==> src/rtl/traffic_phase_scheduler.sv <==
// Demand-driven two-road + pedestrian phase scheduler with min/max green, clearance and night flash.
// Latency: requests are latched on the next clk edge; lamps follow the state register with no input path.
// Backpressure: none; level/pulse requests are held in pending flags until their phase is served.
module traffic_phase_scheduler #(
    parameter int T_MIN_GREEN = 4,
    parameter int T_MAX_GREEN = 10,
    parameter int T_YELLOW    = 2,
    parameter int T_ALLRED    = 1,
    parameter int T_WALK      = 3,
    parameter int T_FLASH     = 1,
    parameter int TW          = 4
) (
    input  logic          clk,
    input  logic          reset,
    input  logic          modo,
    input  logic          req_A,
    input  logic          req_B,
    input  logic          ped_btn,
    output logic          A_green,
    output logic          A_yellow,
    output logic          A_red,
    output logic          B_green,
    output logic          B_yellow,
    output logic          B_red,
    output logic          walk,
    output logic          ped_wait,
    output logic [3:0]    phase
);

    typedef enum logic [3:0] {
        A_GO      = 4'd0,
        A_YEL     = 4'd1,
        CLR_A     = 4'd2,
        B_GO      = 4'd3,
        B_YEL     = 4'd4,
        CLR_B     = 4'd5,
        PED_WALK  = 4'd6,
        FLASH_ON  = 4'd7,
        FLASH_OFF = 4'd8
    } state_t;

    localparam logic [TW-1:0] MIN_G  = TW'(T_MIN_GREEN);
    localparam logic [TW-1:0] MAX_G  = TW'(T_MAX_GREEN);
    localparam logic [TW-1:0] YEL_T  = TW'(T_YELLOW);
    localparam logic [TW-1:0] CLR_T  = TW'(T_ALLRED);
    localparam logic [TW-1:0] WALK_T = TW'(T_WALK);
    localparam logic [TW-1:0] FLSH_T = TW'(T_FLASH);
    localparam logic [TW-1:0] T_SAT  = '1;
    localparam logic [TW-1:0] T_ONE  = TW'(1);

    state_t        state;
    state_t        nxt;
    logic [TW-1:0] t;
    logic          pend_A;
    logic          pend_B;
    logic          pend_ped;
    logic          last_b;     // 0: road A was the last road cleared, 1: road B
    logic          is_flash;
    logic          nxt_flash;

    assign is_flash  = (state == FLASH_ON) || (state == FLASH_OFF);
    assign nxt_flash = (nxt == FLASH_ON) || (nxt == FLASH_OFF);

    always_comb begin
        nxt = state;
        if (modo && !is_flash) begin
            nxt = FLASH_ON;
        end else begin
            case (state)
                A_GO:      if ((pend_B || pend_ped) &&
                               ((t >= MAX_G) || ((t >= MIN_G) && !req_A))) nxt = A_YEL;
                A_YEL:     if (t >= YEL_T) nxt = CLR_A;
                CLR_A:     if (t >= CLR_T) nxt = pend_ped ? PED_WALK : B_GO;
                B_GO:      if ((pend_A || pend_ped) &&
                               ((t >= MAX_G) || ((t >= MIN_G) && !req_B))) nxt = B_YEL;
                B_YEL:     if (t >= YEL_T) nxt = CLR_B;
                CLR_B:     if (t >= CLR_T) nxt = pend_ped ? PED_WALK : A_GO;
                PED_WALK:  if (t >= WALK_T) begin
                               if (!last_b) nxt = pend_B ? B_GO : A_GO;
                               else         nxt = pend_A ? A_GO : B_GO;
                           end
                FLASH_ON:  if (!modo) nxt = CLR_B;
                           else if (t >= FLSH_T) nxt = FLASH_OFF;
                FLASH_OFF: if (!modo) nxt = CLR_B;
                           else if (t >= FLSH_T) nxt = FLASH_ON;
                default:   nxt = A_GO;
            endcase
        end
    end

    always_ff @(posedge clk or posedge reset) begin
        if (reset) begin
            state    <= A_GO;
            t        <= T_ONE;
            pend_A   <= 1'b0;
            pend_B   <= 1'b0;
            pend_ped <= 1'b0;
            last_b   <= 1'b0;
        end else begin
            state <= nxt;
            if (nxt != state)   t <= T_ONE;
            else if (t != T_SAT) t <= t + 1'b1;

            if (state == CLR_A && t >= CLR_T) last_b <= 1'b0;
            if (state == CLR_B && t >= CLR_T) last_b <= 1'b1;

            // Entering a phase clears its flag even if the request is still asserted.
            if (is_flash || nxt_flash) begin
                pend_A   <= 1'b0;
                pend_B   <= 1'b0;
                pend_ped <= 1'b0;
            end else begin
                pend_A   <= (nxt == A_GO && state != A_GO) ? 1'b0
                          : (pend_A || (req_A && state != A_GO));
                pend_B   <= (nxt == B_GO && state != B_GO) ? 1'b0
                          : (pend_B || (req_B && state != B_GO));
                pend_ped <= (nxt == PED_WALK && state != PED_WALK) ? 1'b0
                          : (pend_ped || (ped_btn && state != PED_WALK));
            end
        end
    end

    always_comb begin
        A_green  = 1'b0;
        A_yellow = 1'b0;
        A_red    = 1'b0;
        B_green  = 1'b0;
        B_yellow = 1'b0;
        B_red    = 1'b0;
        walk     = 1'b0;
        case (state)
            A_GO:      begin A_green = 1'b1; B_red    = 1'b1; end
            A_YEL:     begin A_yellow = 1'b1; B_red   = 1'b1; end
            B_GO:      begin A_red   = 1'b1; B_green  = 1'b1; end
            B_YEL:     begin A_red   = 1'b1; B_yellow = 1'b1; end
            CLR_A,
            CLR_B:     begin A_red   = 1'b1; B_red    = 1'b1; end
            PED_WALK:  begin A_red   = 1'b1; B_red    = 1'b1; walk = 1'b1; end
            FLASH_ON:  begin A_yellow = 1'b1; B_yellow = 1'b1; end
            default:   ;
        endcase
    end

    assign ped_wait = pend_ped;
    assign phase    = state;

endmodule

==> config.mk <==
export PLATFORM = sky130hd
export DESIGN_NAME = traffic_phase_scheduler
export DESIGN_NICKNAME = d
export VERILOG_FILES = /design/src/rtl/traffic_phase_scheduler.sv
export SDC_FILE = /design/constraint.sdc
export NUM_CORES = 1
export LEC_CHECK = 0
export CAP_MARGIN = 5
export CORE_UTILIZATION = 30
export CTS_BUF_LIST = sky130_fd_sc_hd__clkbuf_4 sky130_fd_sc_hd__clkbuf_8 sky130_fd_sc_hd__clkbuf_16
export DETAILED_ROUTE_END_ITERATION = 6
export SYNTH_ARGS = -nofsm -noshare
export SYNTH_HDL_FRONTEND = slang
export SYNTH_SLANG_ARGS = --single-unit
==> constraint.sdc <==
create_clock -name clk -period 3.4 [get_ports clk]
set_input_delay 0.68 -clock clk [delete_from_list [all_inputs] [get_ports clk]]
set_output_delay 0.68 -clock clk [all_outputs]
set_load 0.005 [all_outputs]
# After elaboration in Yosys (flattened, before gate mapping)
# Cells that the tools add are included.
dict set report totals {
  register_bits 12
  latch_bits 0
  mem_bits_rw 0
  romBits 0
  input_bits 6
  output_inout_bits 12
  wordCells 98
  n_memories 0
}
dict set report classes {
  addsub 1
  multipliers 0
  div 0
  n_lt_le_gt_ge 5
  n_eq_ne 16
  n_shift 0
  muxes 35
  bitwise 0
  n_reduce_logical 35
}
# op n
set op_table {}
lappend op_table {{$mux W4} 14}
lappend op_table {{$pmux W4 S9} 1}
lappend op_table {{$eq A4 B3 Y1 const B} 6}
lappend op_table {{$mux W1} 15}
lappend op_table {{$logic_and A1 B1 Y1} 13}
lappend op_table {{$eq A4 B2 Y1 const B} 3}
lappend op_table {{$logic_or A1 B1 Y1} 10}
lappend op_table {{$reduce_or A5 Y1} 2}
lappend op_table {{$eq A4 B4 Y1 const B} 2}
lappend op_table {{$ge A4 B2 Y1 const B} 2}
lappend op_table {{$logic_not A4 Y1} 2}
lappend op_table {{$mux W2} 3}
lappend op_table {{$mux W3} 2}
lappend op_table {{$add A4 B1 Y4 const B} 1}
lappend op_table {{$eq A4 B1 Y1 const B} 1}
lappend op_table {{$ge A4 B1 Y1 const B} 1}
lappend op_table {{$ge A4 B3 Y1 const B} 1}
lappend op_table {{$ge A4 B4 Y1 const B} 1}
lappend op_table {{$ne A4 B2 Y1 const B} 1}
lappend op_table {{$ne A4 B3 Y1 const B} 1}
lappend op_table {{$ne A4 B4 Y1} 1}
lappend op_table {{$ne A4 B4 Y1 const B} 1}
lappend op_table {{$reduce_bool A2 Y1} 2}
lappend op_table {{$reduce_bool A4 Y1} 1}
lappend op_table {{2 further kinds} 5}

# Depth between registers and ports, before layout
# Gate-level depths: netlist of the first run.
dict set report logic_depth {
  word_depth 11
  mapped_depth 10
  ltp_nobuf 9
}

# Worst setup path after synthesis of the first run
# No wires, ideal clock.
dict set report synth_timing {
  path_kind {reg2reg}
  from {register t[1]}
  to {register t[0]}
  setup_time_ns 0.094
  arrival_ns 2.537
  t_required_ns 3.306
  setup_slack_ns 0.768
  stages_incl_launch_ff 10
  n_path_buf 1
  path_cell_list {dfrtp_1 > inv_1 > ha_1 > or4b_1 > buf_2 > a32oi_1 > o2bb2ai_1 > or3_1 > a21oi_1 > or4b_1}
}
dict set report synth_between {
  elab_chain_cells 9
  elab_cells_between_ends 28
  classes_between {order compare (5); eq/ne (2); mux (14); reduce/logical (7)}
}
# element line
set synth_lines {}
lappend synth_lines {{from (decl)} 53} ;# logic [TW-1:0] t;
lappend synth_lines {{from (signal assigned)} 102} ;# else if (t != T_SAT) t <= t + 1'b1;
lappend synth_lines {{$ge A4 B3 Y1} {71, 75}}
lappend synth_lines {{$logic_and A1 B1 Y1, on equally long branches} {75, 71}}
lappend synth_lines {{$logic_or A1 B1 Y1, on equally long branches} {75, 71}}
lappend synth_lines {{$logic_and A1 B1 Y1, on equally long branches} {74, 70}}
lappend synth_lines {{$mux W4, on equally long branches} {74, 70}}
lappend synth_lines {{$pmux W4 S9} 69} ;# case (state)
lappend synth_lines {{$mux W4} 66} ;# if (modo && !is_flash) begin
lappend synth_lines {{$ne A4 B4 Y1} 101} ;# if (nxt != state) t <= T_ONE;
lappend synth_lines {{$mux W4 or $reduce_bool A2 Y1 (tied branches)} --}
# Parallel ways exist; a longest one is shown, timed or not.
# A chain may end at the register's enable or synchronous reset.

# Worst setup path in the final report of the first run
# Same ends and word-level chain as after synthesis.

==> flow_metrics.tcl, run 1 <==
set metrics [dict create \
    synth_fp_nets 160 \
    synth_area_leader_cell "dfrtp_1" \
    num_antenna_cells 0 \
    clk_latency_ns 0.25 \
    die_x_um 65.6 \
    synth.top_cell.area_share 0.227 \
    sw_frac_of_total 0.476 \
    synth-simple-area-share 0.324 \
    yosys-top-cells-count "nor2_1 (12), dfrtp_1 (11), o21ai_0 (9)" \
    worst_pin_slew_ns 0.683 \
    synth_xor_xnor_area_share 0.0217 \
    hold_buffers 0 \
    die_area_um2 4300 \
    rr_startpoint "t[1]" \
    num_vias 1213 \
    hold_class "reg2reg" \
    outcome "finished clean" \
    io_pins 18 \
    rows 22 \
    drive_gt1_frac 0.0938 \
    clock-root-buffer "clkbuf_8" \
    dp_hpwl_um 2530 \
    p_leak_nw 0.540 \
    dpl-instance-area_um2 1390 \
    cp.arrival_ns 3.16 \
    place_ws_ns 0.243 \
    post_cts_buffers 0 \
    avgRoutedWirePerCell_um 16.6 \
    die_h_um 65.6 \
    cp_max_fo 8 \
    cts_buffers 3 \
    ir_drop_v 0.000374 \
    critPathKind "reg2reg" \
    setup-tns-final_ns 0 \
    net-switching-power_mw 0.651 \
    synth_compound_area_frac 0.265 \
    skew_ns 0.00457 \
    cap_violations 0 \
    min_period_over_period 0.883 \
    cpMostUsedCell "or4b_1" \
    power_density_nw_per_um2 945 \
    async_flop_share 1.00 \
    final_area_um2 1450 \
    rsz0062_at_grt "no" \
    clock-sinks 12 \
    setup_ws_ns 0.399 \
    yosys-top-cells-area "dfrtp_1 (23%), ha_1 (4.1%), o21ai_0 (3.7%)" \
    first_global_vias 1160 \
    syn_area_per_cell_um2 8.08 \
    hold_violations 0 \
    timing.critical_path.from "t[1]" \
    drt_iter0_drc 108 \
    core_um2 3770 \
    path_clk_slew_ns 0.06 \
    antenna_found_initial 0 \
    initial_core_util 0.321 \
    synth-seq-cells 12 \
    cp_cell_sequence "inv_1 > ha_1 > or4b_1 > o31ai_4 > a221oi_2 > nor3_4 > xnor2_1 > or4b_1" \
    min_from "last_b" \
    maxSlewHeadroom 0.545 \
    cts_resized 0 \
    route.detailed.drc 0 \
    cts_tree "yes" \
    io_buffers 17 \
    synth_top_flop_cell "dfrtp_1" \
    critPathRequiredTime_ns 3.56 \
    synth_top_family_by_area "simple AND/OR/NAND/NOR gates" \
    drt_wl_total_um 3450 \
    grt_pass1_wl_um 5770 \
    track_usage 0.176 \
    yosysUniqueCellTypes 48 \
    dr.pass1.iters 4 \
    power_frac_comb 0.620 \
    fill_cells 387 \
    cts_buffer_depth 2 \
    cp_slowest_cell "or4b_1" \
    seqPwrFrac 0.264 \
    fmax_mhz 333 \
    grt_max_degree 22 \
    grt-ovfl-total 0 \
    place_congestion 0.888 \
    viasPerCell 5.83 \
    synthCells 150 \
    pwr-share-clk 0.116 \
    area_delta_synth_final_pct 19.5 \
    ant_nets 0 \
    drv_slew 0 \
    start_kind "flop" \
    synthMuxAreaShare 0.0248 \
    synthAdderAreaFrac 0.0413 \
    yosys_warnings 0 \
    fin_crit_ns 3.00 \
    seq_area_frac_synth 0.249 \
    yosysMostFrequentCell "nor2_1" \
    setup-violations-final 0 \
    synth_edf_count 0 \
    nets 171 \
    netlist_area_um2 1210 \
    end_kind "flop" \
    htreeDepth 1 \
    intPower_mw 0.718 \
    cp_slowest_stage_delay_ns 0.67 \
]
-- cells in the final DEF, fill, tap and decap left out, drive strengths merged, types with 5 or more instances in the layout --
cell type      instances
o21ai                  9
nand3                  6
clkdlybuf4s50         17
or3                    5
nor2b                  5
nand2b                 5
nor3                   7
inv                    9
a21oi                  8
nor2                  12
dfrtp                 11
-- flip-flops by register name (all words and copies together), names as in the netlist --
register,cells
pend_A,1
phase,4
t,4
ped_wait,1
last_b,1
pend_B,1
-- critical path, delay by kind of cell, from the launching register on --
family          cells  cell delay, ns
compound gates      2            0.42
flops               1            0.47
fa+ha+maj           1            0.23
xor+xnor            1            0.16
buf+inv             1            0.10
simple gates        3            1.53
-- cell type report --
class	count	area, µm²	share of cell area
clock buffer	4	55.1	0.0380
inverter	9	33.8	0.0233
multi-input combinational	117	821	0.566
sequential	12	302	0.208
tap	48	60.1	0.0415
timing repair buffer	18	178	0.123
-- worst paths after layout --
path                       endpoint  slack [ns]  cells past startpoint
hold reg to reg              last_b        0.61                      2
max in group asynchronous      t[0]        2.31                      2
hold / removal               last_b        0.61                      2
setup / recovery               t[0]        0.40                      8
setup reg to reg               t[0]        0.40                      8
min in group asynchronous    pend_B        0.75                      2
-- logic make-up after synthesis --
logic type,Yosys count
AND/OR/NAND/NOR,64
flip-flops,12
AO/OA/AOI/OAI,43
buffers and inverters,21
multiplexers,3
adder cells (fa/ha/maj),4
XOR/XNOR,3
-- power groups by stage --
stage / Clock, mW / Sequential [mW] / Combinational [mW]
floorplan: 0 / 0.237 / 0.656
global placement: 0 / 0.356 / 0.829
detailed placement: 0 / 0.358 / 0.843
CTS: 0.159 / 0.357 / 0.848
global route: 0.169 / 0.378 / 0.941
finish: 0.159 / 0.361 / 0.849
-- routing by layer --
metal  share of wire  routed length (µm)  vias to the layer above  global-route usage
li1                -                   -                      582                   -
met1            0.45                1570                      593               0.241
met2            0.48                1670                       34               0.278
met3           0.055                 189                        4              0.0486
met4          0.0067                  23                        0              0.0272
met5               0                   0                        -                   0
-- through the flow --
step | hold WS [ns] | power [mW] | utilization | std cells
3_3_place_gp | 0.531 | 1.19 | 0.370 | 204
2_1_floorplan | 0.504 | 0.894 | - | 150
3_5_place_dp | 0.572 | 1.20 | 0.370 | 204
5_1_grt | 0.669 | 1.49 | 0.384 | 208
6_report | 0.607 | 1.37 | 0.384 | 208
4_1_cts | 0.618 | 1.36 | 0.384 | 208
Power figures use the tool's default switching activity.
==> inputs of run 2 (changes only) <==
--- a/config.mk
+++ b/config.mk
@@ -9,6 +9,7 @@
 export CORE_UTILIZATION = 30
 export CTS_BUF_LIST = sky130_fd_sc_hd__clkbuf_4 sky130_fd_sc_hd__clkbuf_8 sky130_fd_sc_hd__clkbuf_16
 export DETAILED_ROUTE_END_ITERATION = 6
+export SKIP_LAST_GASP = 1
 export SYNTH_ARGS = -nofsm -noshare
 export SYNTH_HDL_FRONTEND = slang
 export SYNTH_SLANG_ARGS = --single-unit
==> results of run 2 <==
No change in the layout: final DEF, timing and power equal those of run 1.
==> patch, RTL diff (flow settings as in run 1) <==
Add an input register stage for `ped_btn`; this delays it by one clock. The other inputs are not delayed to match.
--- a/src/rtl/traffic_phase_scheduler.sv
+++ b/src/rtl/traffic_phase_scheduler.sv
@@ -47,6 +47,12 @@
     localparam logic [TW-1:0] FLSH_T = TW'(T_FLASH);
     localparam logic [TW-1:0] T_SAT  = '1;
     localparam logic [TW-1:0] T_ONE  = TW'(1);
+
+    logic ped_btn_q;
+
+    always_ff @(posedge clk) begin
+        ped_btn_q <= ped_btn;
+    end
 
     state_t        state;
     state_t        nxt;
@@ -115,7 +121,7 @@
                 pend_B   <= (nxt == B_GO && state != B_GO) ? 1'b0
                           : (pend_B || (req_B && state != B_GO));
                 pend_ped <= (nxt == PED_WALK && state != PED_WALK) ? 1'b0
-                          : (pend_ped || (ped_btn && state != PED_WALK));
+                          : (pend_ped || (ped_btn_q && state != PED_WALK));
             end
         end
     end
Formal check against the unedited RTL: not equivalent (Yosys sat finds a counterexample within 4 cycles, from zero or initial values and one cycle with reset high).
==> patch against run 1 <==
  * Clock power shrank 7%
  * Fmax up 0.73%
  * Critical path type is now reg2out
  * Worst setup slack improved by 0.022 ns
  * Synthesized area shrank 6.4%
  * Largest power group unchanged
  * Sequential cell count rose by 1
  * Wire length decreased by 11%
  * Final area is 5.4% lower
  * Total power down 4.8%
==> patch: results (changes against run 1) <==
* Largest net degree at the start of global routing at 18 (-18%)
* Cell types occupying the most area after synthesis: dfrtp_1, ha_1, nand3_1
* Share of layout cells above drive strength 1 at 9.68% (+0.30 points)
* Cells after Synth at 142 (-5.3%)
* Routed WL at 3070 um (-11%)
* Register area share after synthesis at 28.3% (+3.5 points)
* Vias per cell at 5.67 (-2.8%)
* # H-tree levels at 1 (unchanged)
* Ys async rst share at 92.3% (-7.7 points)
* Status: finished clean
* Vias at 1,139 (-6.1%)
* Syn_nets at 152 (-5.0%)
* Final Setup Violations at 0 (unchanged)
* Slew HR at 49.5% (-4.9 points)
* Placed cells at 197 (-3.4%)
* Total track usage at 16.1% (-1.5 points)
* Worst-Skew Late Latency at 0.24 ns
* GP Congestion at 0.927 (+4.4%)
* Worst-path maximum fanout at 17 (+9)
* Post-synth top cells: nor2_1, dfrtp_1, inv_1
* Detailed Route Iter0 Violations at 125 (+16%)
* Yosys cell types at 49 (+2.1%)
* Post_cts resized at 0 (unchanged)
* HPWL after DPL at 2300 um (-9.1%)
* Area after DPL at 1320 sq um (-5.2%)
* Ys flop type: dfrtp_1
* Metal3 WL at 166 um (-12%)
* Routed wl met2 at 1410 um (-16%)
* VDD IR-drop max at 0.000346 V (-7.5%)
* M1 wire length at 1430 um (-8.9%)
* Top sig layer: met4
* Post-layout net count at 166 (-2.9%)
* Skew final at 0.00258 ns (-0.00198 ns)
* CTS clk-pin slew, worst paths at 0.06 ns (about the same)
* First-pass GRT wire length at 5020 um (-13%)
* Arr. time, crit path at 2.30 ns (-0.86 ns)
* Fill count at 368 (-4.9%)
* Leakage power at 0.561 nW (+4.0%)
* Max Root-Sink Buffers at 2 (unchanged)
## patch: cell count changes in the layout (fill, tap and decap cells not counted), moves of 3 or more
cell and change:
nand3_1 +3, or4b_1 -3, nand2_1 +5, nand2b_1 -3, nor4_1 +3, nand4b_1 +3
o21ai_0 -3, or3_1 -5
## patch: worst paths after layout
path	from	end	slack (ns)	depth (start not counted)
min	pend_A	pend_A	0.60	2
max reg2reg	t[1]	t[0]	0.48	9
max	phase[1]	walk	0.42	2
max in group asynchronous	reset	t[0]	2.30	2
min in group asynchronous	reset	t[1]	0.75	2
min reg2reg	pend_A	pend_A	0.60	2
## patch: cell type report
type,instances,area share (%)
multi-input combinational,108,52.0
sequential,13,23.5
timing repair buffer,20,14.1
tap,46,4.20
clock buffer,4,3.56
inverter,10,2.74
## patch: critical path, stage by stage (launching register included)
cell             delay [ns]
dfrtp_1                0.67
nor4bb_1               0.74
clkdlybuf4s50_1        0.64
## patch: cells by family (layout without fill, tap and decap cells)
group                    after synthesis  in the layout  synth area share [%]
XOR/XNOR                               4              4                  3.09
adder cells (fa/ha/maj)                4              4                  4.41
AO/OA/AOI/OAI                         29             29                  16.9
multiplexers                           2              2                  1.87
AND/OR/NAND/NOR                       69             69                  36.5
buffers and inverters                 21             34                  8.93
flip-flops                            13             13                  28.3
## patch: stage by stage
step	utilization, %	setup WS [ns]
after CTS	39.5	0.458
after detailed placement	38.1	0.272
after global routing	39.5	0.248
after global placement	38.1	0.362
after floorplan	-	0.652
final	39.5	0.421
## patch: metal layers
layer,global-route usage [%],vias to the layer above
met5,0,-
met4,7.39,0
met3,1.81,7
met2,26.6,44
met1,20.9,547
li1,-,541
## patch: report_power, final
part	internal [mW]	switching, mW
registers	0.211	0.117
logic	0.400	0.429
clock network	0.0908	0.0568
